$ cat src/rtl/cache_cmd_dispatch_if.sv
// Command-in / cache-out / response bundle for the cache command dispatcher.
// The slave modport is the dispatcher's view, and the master modport is its environment's view.
interface cache_cmd_dispatch_if #(
    parameter int ADDR_W   = 12,
    parameter int DATA_W   = 32,
    parameter int INDEX_W  = 4,
    parameter int OFFSET_W = 2,
    parameter int CNT_W    = 16
);
    localparam int TAG_W = ADDR_W - INDEX_W - OFFSET_W;

    logic                cmd_valid;
    logic                cmd_ready;
    logic [1:0]          cmd_op;
    logic [ADDR_W-1:0]   cmd_addr;
    logic [DATA_W-1:0]   cmd_data;

    logic                cache_req;
    logic [1:0]          cache_op;
    logic [TAG_W-1:0]    cache_tag;
    logic [INDEX_W-1:0]  cache_index;
    logic [OFFSET_W-1:0] cache_offset;
    logic [DATA_W-1:0]   cache_wdata;
    logic                cache_ack;
    logic [DATA_W-1:0]   cache_rdata;

    logic                rsp_valid;
    logic [DATA_W-1:0]   rsp_data;
    logic [ADDR_W-1:0]   rsp_addr;

    logic [CNT_W-1:0]    rd_count;
    logic [CNT_W-1:0]    wr_count;
    logic [CNT_W-1:0]    fl_count;
    logic [CNT_W-1:0]    nop_count;
    logic                busy;

    modport slave (
        input  cmd_valid, cmd_op, cmd_addr, cmd_data, cache_ack, cache_rdata,
        output cmd_ready, cache_req, cache_op, cache_tag, cache_index, cache_offset,
               cache_wdata, rsp_valid, rsp_data, rsp_addr,
               rd_count, wr_count, fl_count, nop_count, busy
    );

    modport master (
        output cmd_valid, cmd_op, cmd_addr, cmd_data, cache_ack, cache_rdata,
        input  cmd_ready, cache_req, cache_op, cache_tag, cache_index, cache_offset,
               cache_wdata, rsp_valid, rsp_data, rsp_addr,
               rd_count, wr_count, fl_count, nop_count, busy
    );
endinterface

$ cat src/rtl/cache_cmd_dispatch.sv
// Buffers cache commands in a FIFO and issues them one at a time over a req/ack handshake.
// READ data comes back as a one-cycle response, and per-op completion counters are kept.
module cache_cmd_dispatch #(
    parameter int ADDR_W   = 12,
    parameter int DATA_W   = 32,
    parameter int DEPTH    = 8,
    parameter int INDEX_W  = 4,
    parameter int OFFSET_W = 2,
    parameter int CNT_W    = 16
) (
    input logic                 clk,
    input logic                 rst_n,
    cache_cmd_dispatch_if.slave bus
);
    localparam int TAG_W = ADDR_W - INDEX_W - OFFSET_W;
    localparam int PTR_W = $clog2(DEPTH);

    localparam logic [1:0] OP_NOP   = 2'b00;
    localparam logic [1:0] OP_READ  = 2'b01;
    localparam logic [1:0] OP_WRITE = 2'b10;
    localparam logic [1:0] OP_FLUSH = 2'b11;

    typedef enum logic [1:0] {IDLE, ISSUE, RESP} state_t;
    state_t state, state_nx;

    logic [1:0]        fifo_op   [DEPTH];
    logic [ADDR_W-1:0] fifo_addr [DEPTH];
    logic [DATA_W-1:0] fifo_data [DEPTH];
    logic [PTR_W-1:0]  wr_ptr, rd_ptr;
    logic [PTR_W:0]    count;
    logic              full, fifo_ne, push, pop, ack_done;
    logic [1:0]        head_op;

    logic [1:0]        iss_op;
    logic [ADDR_W-1:0] iss_addr;
    logic [DATA_W-1:0] iss_data;

    // A full FIFO refuses a push even when a pop happens in the same cycle.
    assign full          = (count == (PTR_W+1)'(DEPTH));
    assign fifo_ne       = (count != '0);
    assign push          = bus.cmd_valid && !full;
    assign head_op       = fifo_op[rd_ptr];
    assign bus.cmd_ready = !full;
    assign bus.busy      = fifo_ne || (state != IDLE);

    always_ff @(posedge clk) begin
        if (push) begin
            fifo_op[wr_ptr]   <= bus.cmd_op;
            fifo_addr[wr_ptr] <= bus.cmd_addr;
            fifo_data[wr_ptr] <= bus.cmd_data;
        end
    end

    always_ff @(posedge clk or negedge rst_n) begin
        if (!rst_n) begin
            wr_ptr <= '0;
            rd_ptr <= '0;
            count  <= '0;
        end else begin
            if (push) wr_ptr <= wr_ptr + PTR_W'(1);
            if (pop)  rd_ptr <= rd_ptr + PTR_W'(1);
            case ({push, pop})
                2'b10:   count <= count + (PTR_W+1)'(1);
                2'b01:   count <= count - (PTR_W+1)'(1);
                default: count <= count;
            endcase
        end
    end

    always_ff @(posedge clk or negedge rst_n) begin
        if (!rst_n) state <= IDLE;
        else        state <= state_nx;
    end

    always_comb begin
        state_nx = state;
        case (state)
            IDLE:    if (fifo_ne && head_op != OP_NOP) state_nx = ISSUE;
            ISSUE:   if (bus.cache_ack) state_nx = (iss_op == OP_READ) ? RESP : IDLE;
            RESP:    state_nx = IDLE;
            default: state_nx = IDLE;
        endcase
    end

    always_comb begin
        pop           = 1'b0;
        ack_done      = 1'b0;
        bus.cache_req = 1'b0;
        bus.rsp_valid = 1'b0;
        case (state)
            IDLE:    pop = fifo_ne;
            ISSUE: begin
                bus.cache_req = 1'b1;
                ack_done      = bus.cache_ack;
            end
            RESP:    bus.rsp_valid = 1'b1;
            default: ;
        endcase
    end

    // Issue registers hold the cache fields steady until the next non-NOP pop.
    always_ff @(posedge clk or negedge rst_n) begin
        if (!rst_n) begin
            iss_op        <= '0;
            iss_addr      <= '0;
            iss_data      <= '0;
            bus.rsp_data  <= '0;
            bus.rsp_addr  <= '0;
            bus.rd_count  <= '0;
            bus.wr_count  <= '0;
            bus.fl_count  <= '0;
            bus.nop_count <= '0;
        end else begin
            if (pop && head_op == OP_NOP)
                bus.nop_count <= bus.nop_count + CNT_W'(1);
            if (pop && head_op != OP_NOP) begin
                iss_op   <= head_op;
                iss_addr <= fifo_addr[rd_ptr];
                iss_data <= fifo_data[rd_ptr];
            end
            if (ack_done) begin
                case (iss_op)
                    OP_READ: begin
                        bus.rsp_data <= bus.cache_rdata;
                        bus.rsp_addr <= iss_addr;
                        bus.rd_count <= bus.rd_count + CNT_W'(1);
                    end
                    OP_WRITE: bus.wr_count <= bus.wr_count + CNT_W'(1);
                    OP_FLUSH: bus.fl_count <= bus.fl_count + CNT_W'(1);
                    default:  ;
                endcase
            end
        end
    end

    assign bus.cache_op     = iss_op;
    assign bus.cache_tag    = iss_addr[ADDR_W-1 -: TAG_W];
    assign bus.cache_index  = iss_addr[INDEX_W+OFFSET_W-1 -: INDEX_W];
    assign bus.cache_offset = iss_addr[OFFSET_W-1:0];
    assign bus.cache_wdata  = iss_data;
endmodule

$ cat src/flat_wrapper.sv
// flat-port wrapper written by rule: the top's interface ports become plain ports
module cache_cmd_dispatch_flat 
#(
    parameter int ADDR_W   = 12,
    parameter int DATA_W   = 32,
    parameter int DEPTH    = 8,
    parameter int INDEX_W  = 4,
    parameter int OFFSET_W = 2,
    parameter int CNT_W    = 16
)
  (clk, rst_n, bus_cmd_valid, bus_cmd_op, bus_cmd_addr, bus_cmd_data, bus_cache_ack, bus_cache_rdata, bus_cmd_ready, bus_cache_req, bus_cache_op, bus_cache_tag, bus_cache_index, bus_cache_offset, bus_cache_wdata, bus_rsp_valid, bus_rsp_data, bus_rsp_addr, bus_rd_count, bus_wr_count, bus_fl_count, bus_nop_count, bus_busy);
  cache_cmd_dispatch_if #(.ADDR_W(ADDR_W), .DATA_W(DATA_W), .INDEX_W(INDEX_W), .OFFSET_W(OFFSET_W), .CNT_W(CNT_W)) bus_i ();
  input logic clk;
  input logic rst_n;
  input wire logic [$bits(bus_i.cmd_valid)-1:0] bus_cmd_valid;
  input wire logic [$bits(bus_i.cmd_op)-1:0] bus_cmd_op;
  input wire logic [$bits(bus_i.cmd_addr)-1:0] bus_cmd_addr;
  input wire logic [$bits(bus_i.cmd_data)-1:0] bus_cmd_data;
  input wire logic [$bits(bus_i.cache_ack)-1:0] bus_cache_ack;
  input wire logic [$bits(bus_i.cache_rdata)-1:0] bus_cache_rdata;
  output wire logic [$bits(bus_i.cmd_ready)-1:0] bus_cmd_ready;
  output wire logic [$bits(bus_i.cache_req)-1:0] bus_cache_req;
  output wire logic [$bits(bus_i.cache_op)-1:0] bus_cache_op;
  output wire logic [$bits(bus_i.cache_tag)-1:0] bus_cache_tag;
  output wire logic [$bits(bus_i.cache_index)-1:0] bus_cache_index;
  output wire logic [$bits(bus_i.cache_offset)-1:0] bus_cache_offset;
  output wire logic [$bits(bus_i.cache_wdata)-1:0] bus_cache_wdata;
  output wire logic [$bits(bus_i.rsp_valid)-1:0] bus_rsp_valid;
  output wire logic [$bits(bus_i.rsp_data)-1:0] bus_rsp_data;
  output wire logic [$bits(bus_i.rsp_addr)-1:0] bus_rsp_addr;
  output wire logic [$bits(bus_i.rd_count)-1:0] bus_rd_count;
  output wire logic [$bits(bus_i.wr_count)-1:0] bus_wr_count;
  output wire logic [$bits(bus_i.fl_count)-1:0] bus_fl_count;
  output wire logic [$bits(bus_i.nop_count)-1:0] bus_nop_count;
  output wire logic [$bits(bus_i.busy)-1:0] bus_busy;
  assign bus_i.cmd_valid = bus_cmd_valid;
  assign bus_i.cmd_op = bus_cmd_op;
  assign bus_i.cmd_addr = bus_cmd_addr;
  assign bus_i.cmd_data = bus_cmd_data;
  assign bus_i.cache_ack = bus_cache_ack;
  assign bus_i.cache_rdata = bus_cache_rdata;
  assign bus_cmd_ready = bus_i.cmd_ready;
  assign bus_cache_req = bus_i.cache_req;
  assign bus_cache_op = bus_i.cache_op;
  assign bus_cache_tag = bus_i.cache_tag;
  assign bus_cache_index = bus_i.cache_index;
  assign bus_cache_offset = bus_i.cache_offset;
  assign bus_cache_wdata = bus_i.cache_wdata;
  assign bus_rsp_valid = bus_i.rsp_valid;
  assign bus_rsp_data = bus_i.rsp_data;
  assign bus_rsp_addr = bus_i.rsp_addr;
  assign bus_rd_count = bus_i.rd_count;
  assign bus_wr_count = bus_i.wr_count;
  assign bus_fl_count = bus_i.fl_count;
  assign bus_nop_count = bus_i.nop_count;
  assign bus_busy = bus_i.busy;
  cache_cmd_dispatch #(.ADDR_W(ADDR_W), .DATA_W(DATA_W), .DEPTH(DEPTH), .INDEX_W(INDEX_W), .OFFSET_W(OFFSET_W), .CNT_W(CNT_W)) u_core (.clk(clk), .rst_n(rst_n), .bus(bus_i));
endmodule
$ cat config.mk
export PLATFORM = sky130hd
export DESIGN_NAME = cache_cmd_dispatch_flat
export DESIGN_NICKNAME = d
export VERILOG_FILES = /design/src/rtl/cache_cmd_dispatch_if.sv /design/src/rtl/cache_cmd_dispatch.sv /design/src/flat_wrapper.sv
export SDC_FILE = /design/constraint.sdc
export NUM_CORES = 1
export LEC_CHECK = 0
export ABC_AREA = 1
export ABC_CLOCK_PERIOD_IN_PS = 3600
export CORE_ASPECT_RATIO = 1.2
export CORE_UTILIZATION = 51
export DETAILED_ROUTE_END_ITERATION = 12
export PLACE_DENSITY = 0.86
export REMOVE_ABC_BUFFERS = 1
export SETUP_SLACK_MARGIN = 0.4
export SLEW_MARGIN = 20
export SYNTH_ARGS = -nofsm -noshare
export SYNTH_HDL_FRONTEND = slang
export SYNTH_SLANG_ARGS = --single-unit
$ cat constraint.sdc
create_clock -name clk -period 3.6 [get_ports clk]
set_input_delay 0.72 -clock clk [delete_from_list [all_inputs] [get_ports clk]]
set_output_delay 0.72 -clock clk [all_outputs]
set_load 0.02 [all_outputs]
==> results.yml, run 1 <==
setup_path:
  r2r_cells: 8
  reg2reg_slack_ps: 830
  reg2reg_from: "u_core.rd_ptr[1]$_DFFE_PN0P_"
  required_ps: 4120
  path_max_fanout: 69
  crit_start: "u_core.rd_ptr[1]$_DFFE_PN0P_"
  regToRegEndpoint: "u_core.bus.cache_wdata[29]$_DFFE_PN0P_"
  cp.arrival_ps: 3290
  critPathKind: "flop to flop"
  endpoint_kind: "flop"
  start_kind: "flop"
  endpoint: "u_core.bus.cache_wdata[29]$_DFFE_PN0P_"
run:
  drv_cap: 0
cts:
  cts_resized: 0
  cts_buffer_depth: 3
  clk_latency_ps: 590
  cts.htree.levels: 2
  cts_inserted_buffers: 51
  cts-root-buf: "clkbuf_16"
  clkSinkCount: 534
  clk_pin_slew_ps: 60
  cts_setup_buffers: 0
  holdBufCountCts: 0
  cts_tree: "built"
power_and_ir_drop:
  p_clk_share_pct: 24.0
  p_leak_nw: 10.5
  max-vdd-ir-drop_mv: 0.652
  p_comb_share_pct: 37.4
  p_sw_mw: 8.78
  switching_share_pct: 38.4
  internal_power_mw: 14.1
  p_seq_share_pct: 38.6
  cellPowerDensity_nw_per_um2: 855
  power_mw: 22.9
yosys:
  synthCells: 1977
  ys_seq_area_share_pct: 68.8
  avgSynthCellArea_um2: 11.2
  synth_cell_type_count: 33
  synth_ff_type: "edfxtp_1"
  synthesis.area_um2: 22100
  synth-seq-cells: 534
  synth-edff-count: 368
  ys_warn_count: 0
  async_reset_ff_share_pct: 31.1
placed_design:
  dp.cells: 2692
  portBuffers: 239
  gp_congestion: 0.944
  hpwl_mm: 31.4
  place_ws_ps: 702
sta:
  setup-violations-final: 0
  hold_violations: 0
  finalCritPeriodShare_pct: 76.9
  holdWs_ps: 130
  relSlewSlack_pct: 37.9
  tns_ps: 0
  finalWorstSetupSlack_ps: 830
  drv_slew: 0
  min_period_ps: 2770
  tightest_slew_ps: 931
  finClkSkew_ps: 27.7
  rsz0062_at_grt: "no"
  clock.fmax_mhz: 361
finish:
  fin_cells: 2788
  final_nets: 2284
  area_growth_pct: 21.0
  drive_gt1_share_pct: 7.74
grt:
  antenna_found_initial: 4
  grt_pass1_vias: 16000
  grtUsageTotal_pct: 24.1
  use_met3_pct: 4.35
  top_usage_layer: "met2"
  grt.met2_usage_pct: 42.5
  grt_start_max_net_pins: 95
  use_met1_pct: 28.4
  grt_overflow: 0
  grt_pass1_wl_mm: 83.3
floorplan:
  io_pins: 240
  core-area_um2: 42800
  start_util_pct: 51.7
  dieArea_um2: 44200
  die_h_um: 230
  rows: 83
  fp.dieW_um: 192
route:
  drt_wl_total_mm: 53.8
  drtIter0Drc: 1315
  vias: 15900
  dr.pass1.iters: 6
  drc: 0
  post_drt_wl_per_cell_um: 19.3
  post_drt_via_cell_ratio: 5.72
  ant_nets: 0
hold_path:
  min_path_type: "input port to async pin"
status:
  status: "complete, no violations"
## Yosys cell counts (2+ instances only)
library cell  number  area share [%]
nor2_1           239             4.1
o21ai_1           12            0.27
buf_6              4            0.20
nand3_1           48             1.1
buf_8              5            0.34
inv_1             72             1.2
xor2_1            30             1.2
ha_1               9            0.51
nand2_4            2            0.10
nor3_1            14            0.32
buf_4             10            0.34
xnor2_1           16            0.63
a21oi_1            2           0.045
clkbuf_1          49            0.83
buf_2             28            0.63
nand2_1          540             9.2
nand3_2           40             1.8
inv_2              2           0.034
o21ai_0          181             4.1
nand3b_1           2           0.068
nand4_1           32            0.91
dfrtp_1          166              19
o22ai_1           88             2.5
buf_12             2            0.18
buf_1              4           0.068
nand3_4            5            0.40
edfxtp_1         368              50
or2_2              2           0.057
## power by group through the flow
stage / Combinational, mW / Clock, mW / Sequential (mW)
after floorplan: 4.18 / 0 / 9.64
after global placement: 8.12 / 0 / 8.85
after detailed placement: 8.50 / 0 / 8.91
after CTS: 8.59 / 5.57 / 8.81
after global routing: 9.38 / 5.80 / 8.95
final: 8.56 / 5.50 / 8.82
## metrics by stage
step	util [%]	instance area, um2
after CTS	62.5	26700
after global placement	58.4	25000
after detailed placement	58.4	25000
final	62.5	26700
after floorplan	-	21500
after global routing	62.5	26700
## placed cells by master, fill, tap and decap left out, drive strengths merged
| cell | netlist | routed |
|---|---|---|
| mux2 | 1 | 1 |
| xnor2 | 16 | 16 |
| o211ai | 1 | 1 |
| or2 | 2 | 2 |
| clkdlybuf4s50 | 0 | 238 |
| clkinvlp | 0 | 1 |
| nand3 | 93 | 93 |
| inv | 74 | 77 |
| bufinv | 0 | 5 |
| nand4 | 32 | 32 |
| nand2 | 543 | 543 |
| clkinv | 0 | 18 |
| nand3b | 2 | 2 |
| diode | 0 | 1 |
| a21oi | 2 | 2 |
| clkbuf | 49 | 69 |
| a31oi | 1 | 1 |
| edfxtp | 368 | 368 |
| dfrtp | 166 | 166 |
| o21ai | 193 | 193 |
| nor2 | 240 | 240 |
| ha | 9 | 9 |
| xor2 | 30 | 30 |
| buf | 53 | 26 |
| o22ai | 88 | 88 |
| nor3 | 14 | 14 |
## cell families (layout without fill, tap and decap cells)
group	count (synthesis)	count (layout)	share of synthesized area [%]
DFF	534	534	68.8
adders and majority gates	9	9	0.509
other	0	1	0
and+or+nand+nor	926	926	18.0
buffers and inverters	176	434	3.85
xor gates and xnor gates	46	46	1.82
muxes	1	1	0.0509
AOI/OAI and AO/OA	285	285	6.97
## layer usage
metal | routed length [um] | up-vias
li1 | - | 7223
met1 | 19700 | 7800
met2 | 27900 | 789
met3 | 4510 | 129
met4 | 1610 | 6
met5 | 46 | -
## critical path, cell delays in order (launching register included)
cell and delay (ps):
dfrtp_2 640, inv_2 440, buf_4 680, o21ai_0 340, o22ai_1 230, nand2_1 70, nand2_1 110, nand2_1 60
nand2_1 60
## state kept, by name (all words and copies together), names as in the netlist
name	cells
u_core.fifo_data	256
u_core.bus.wr_count	16
u_core.fifo_addr	96
u_core.bus.cache_op	2
u_core.fifo_op	16
u_core.iss_addr	12
u_core.wr_ptr	3
u_core.bus.rd_count	16
u_core.bus.rsp_addr	12
u_core.bus.cache_wdata	32
u_core.rd_ptr	3
u_core.bus.fl_count	16
u_core.bus.nop_count	16
u_core.count	4
u_core.state	2
u_core.bus.rsp_data	32
## area by class of cell
class / count / area [um2]
Fill cell: 3053 / 16000
Sequential cell: 534 / 15200
Multi-Input combinational cell: 1267 / 6120
Timing Repair Buffer: 265 / 2700
Clock buffer: 68 / 1460
Tap cell: 552 / 691
Clock inverter: 27 / 284
Inverter: 74 / 280
Antenna cell: 1 / 2.50
## how the worst min path moves through the flow
stage	startpoint	end	slack [ps]	cells after the start
finish	rst_n	u_core.bus.wr_count[7]$_DFFE_PN0P_	130	1
global route	rst_n	u_core.bus.wr_count[12]$_DFFE_PN0P_	170	1
CTS	rst_n	u_core.bus.wr_count[7]$_DFFE_PN0P_	180	1
detailed placement	u_core.bus.rsp_data[8]$_DFFE_PN0P_	u_core.bus.rsp_data[8]$_DFFE_PN0P_	460	2
global placement	u_core.bus.rsp_data[24]$_DFFE_PN0P_	u_core.bus.rsp_data[24]$_DFFE_PN0P_	450	2
floorplan	rst_n	u_core.bus.cache_op[0]$_DFFE_PN0P_	420	0
(Power assumes the default switching activity.)
==> run 2, diff against run 1 <==
--- a/config.mk
+++ b/config.mk
@@ -6,7 +6,7 @@
 export NUM_CORES = 1
 export LEC_CHECK = 0
 export ABC_AREA = 1
-export ABC_CLOCK_PERIOD_IN_PS = 3600
+export ABC_CLOCK_PERIOD_IN_PS = 2250
 export CORE_ASPECT_RATIO = 1.2
 export CORE_UTILIZATION = 51
 export DETAILED_ROUTE_END_ITERATION = 12
==> constraint.sdc (replaced) <==
create_clock -name clk -period 2.25 [get_ports clk]
set_input_delay 0.45 -clock clk [delete_from_list [all_inputs] [get_ports clk]]
set_output_delay 0.45 -clock clk [all_outputs]
set_load 0.02 [all_outputs]
==> run 2 against run 1 <==
  * Utilization grew 2.2 points
  * Worst setup slack got worse by 610 ps
  * Clock skew decreased by 6.2 ps
  * Hold slack better by 250 ps
  * Non-clock buffer count increased by 69
  * Routed wire length up 12%
  * Sequential cell count unchanged
  * Global-route usage is 0.81 points higher
  * Combinational power up 87%
  * Final cell count grew 2.4%
==> results.yml, run 2 (synthesized netlist as in run 1, its figures left out) <==
status:
  status: "complete, no violations"
route:
  dr.max_layer_used: "met4"
  ant_nets: 0
  post_drt_via_cell_ratio: 5.79
  met2WireLength_mm: 30.3
  dr.pass1.iters: 5
  drc: 0
  wl_met3_mm: 5.71
  drt_wl_total_mm: 60.1
  drtIter0Drc: 1722
  met1_length_mm: 21.7
  vias: 16500
  post_drt_wl_per_cell_um: 21.0
finish:
  area_growth_pct: 25.2
  fin_area_um2: 27700
  final_nets: 2352
  reg_top3: "u_core.fifo_data x256, u_core.fifo_addr x96"
  fillers: 2996
  layout_commonest_cell: "nand2_1"
  regArea_um2: 15200
  multi_input_area_um2: 6290
  largest_reg_flops: 256
  drive_gt1_share_pct: 14.1
  top_register: "u_core.fifo_data"
  final_cell_mix: "nand2_1, edfxtp_1, nor2_1"
sta:
  hold_violations: 0
  finalCritPeriodShare_pct: 90.1
  drv_slew: 0
  finalWorstSetupSlack_ps: 222
  tns_ps: 0
  min_period_ps: 2030
  rsz0062_at_grt: "yes"
  clock.fmax_mhz: 493
  finClkSkew_ps: 21.5
  setup-violations-final: 0
  relSlewSlack_pct: 67.7
  tightest_slew_ps: 485
cts:
  clk_pin_slew_ps: 60
  clkSinkCount: 534
  clk_latency_ps: 610
  cts_buffer_depth: 3
  cts.htree.levels: 2
  cts_inserted_buffers: 50
  cts_tree: "built"
  cts-root-buf: "clkbuf_16"
floorplan:
  start_util_pct: 51.7
  io_pins: 240
  die_h_um: 230
  rows: 83
  core-area_um2: 42800
  fp.dieW_um: 192
  dieArea_um2: 44200
placed_design:
  portBuffers: 239
  dpl_cell_area_um2: 25400
  gp_congestion: 0.945
  hpwl_mm: 33.9
  place_ws_ps: -114
grt:
  grt_pass1_vias: 16200
  grt_start_max_net_pins: 103
  grtUsageTotal_pct: 24.9
  grt_overflow: 0
  antenna_found_initial: 1
  grt_pass1_wl_mm: 85.2
setup_path:
  critPathKind: "flop to output port"
  start_kind: "flop"
  endpoint_kind: "output port"
  cp.arrival_ps: 1580
  path_max_fanout: 2
  required_ps: 1800
power_and_ir_drop:
  cellPowerDensity_nw_per_um2: 1380
  p_leak_nw: 11.2
  max-vdd-ir-drop_mv: 1.05
run:
  drv_cap: 0
hold_path:
  min_path_type: "input port to async pin"
## run 2: critical path: stages, from the launching register on
cell and delay, ps:
dfrtp_1 410, nor2_4 130, buf_6 110, nand3_4 70, buf_6 130, buf_6 120
## run 2: layout make-up
cell class / count / share of cell area (%)
Clock inverter: 28 / 0.940
Antenna cell: 1 / 0.00904
Inverter: 74 / 1.06
Tap cell: 552 / 2.50
Multi-Input combinational cell: 1267 / 22.7
Sequential cell: 534 / 55.0
Clock buffer: 64 / 4.93
Timing Repair Buffer: 334 / 12.8
## run 2: timing repair
| item | in CTS | in global routing |
|---|---|---|
| pin swaps | 3 | 11 |
| hold endpoints to repair | 48 | 0 |
| buffers inserted | 8 | 8 |
| gates cloned | 0 | 15 |
| gates resized for setup | 280 | 94 |
| endpoints found under the setup margin | 401 | 191 |
| hold buffers | 1 | 0 |
## run 2: metrics by stage
| stage | total power, mW | cells | util (%) | hold WS (ps) |
|---|---|---|---|---|
| 6_report | 38.3 | 2854 | 64.7 | 378 |
| 5_1_grt | 40.2 | 2854 | 64.7 | 379 |
| 4_1_cts | 36.5 | 2830 | 63.4 | 353 |
| 3_5_place_dp | 28.4 | 2729 | 59.5 | 452 |
| 3_3_place_gp | 27.7 | 2729 | 59.5 | 435 |
| 2_1_floorplan | 21.8 | 1875 | - | 154 |
## run 2: worst paths after layout
| kind | start | end | slack [ps] | cells past startpoint |
|---|---|---|---|---|
| hold / removal | rst_n | u_core.bus.wr_count[9]$_DFFE_PN0P_ | 380 | 2 |
| max in group asynchronous | rst_n | u_core.bus.rsp_data[11]$_DFFE_PN0P_ | 1170 | 3 |
| setup / recovery | u_core.count[1]$_DFFE_PN0P_ | bus_cmd_ready | 220 | 5 |
| min in group clk | bus_cache_rdata[5] | u_core.bus.rsp_data[5]$_DFFE_PN0P_ | 390 | 3 |
| hold reg to reg | u_core.bus.rsp_data[24]$_DFFE_PN0P_ | u_core.bus.rsp_data[24]$_DFFE_PN0P_ | 470 | 2 |
| setup reg to reg | u_core.state[0]$_DFFE_PN0P_ | u_core.count[2]$_DFFE_PN0P_ | 250 | 9 |
## run 2: report_power, final
| group | switching, mW | internal (mW) | leakage, nW | total, mW |
|---|---|---|---|---|
| clock | 3.76 | 4.67 | 0.800 | 8.43 |
| combinational | 10.4 | 5.62 | 4.99 | 16.0 |
| sequential | 1.16 | 12.7 | 5.42 | 13.8 |
| total | 15.3 | 23.0 | 11.2 | 38.3 |
## run 2: metal layers
layer,global-route usage [%],vias to the layer above
met3,4.69,169
met2,42.9,1001
li1,-,7355
met5,0,-
met4,12.4,0
met1,29.6,8004
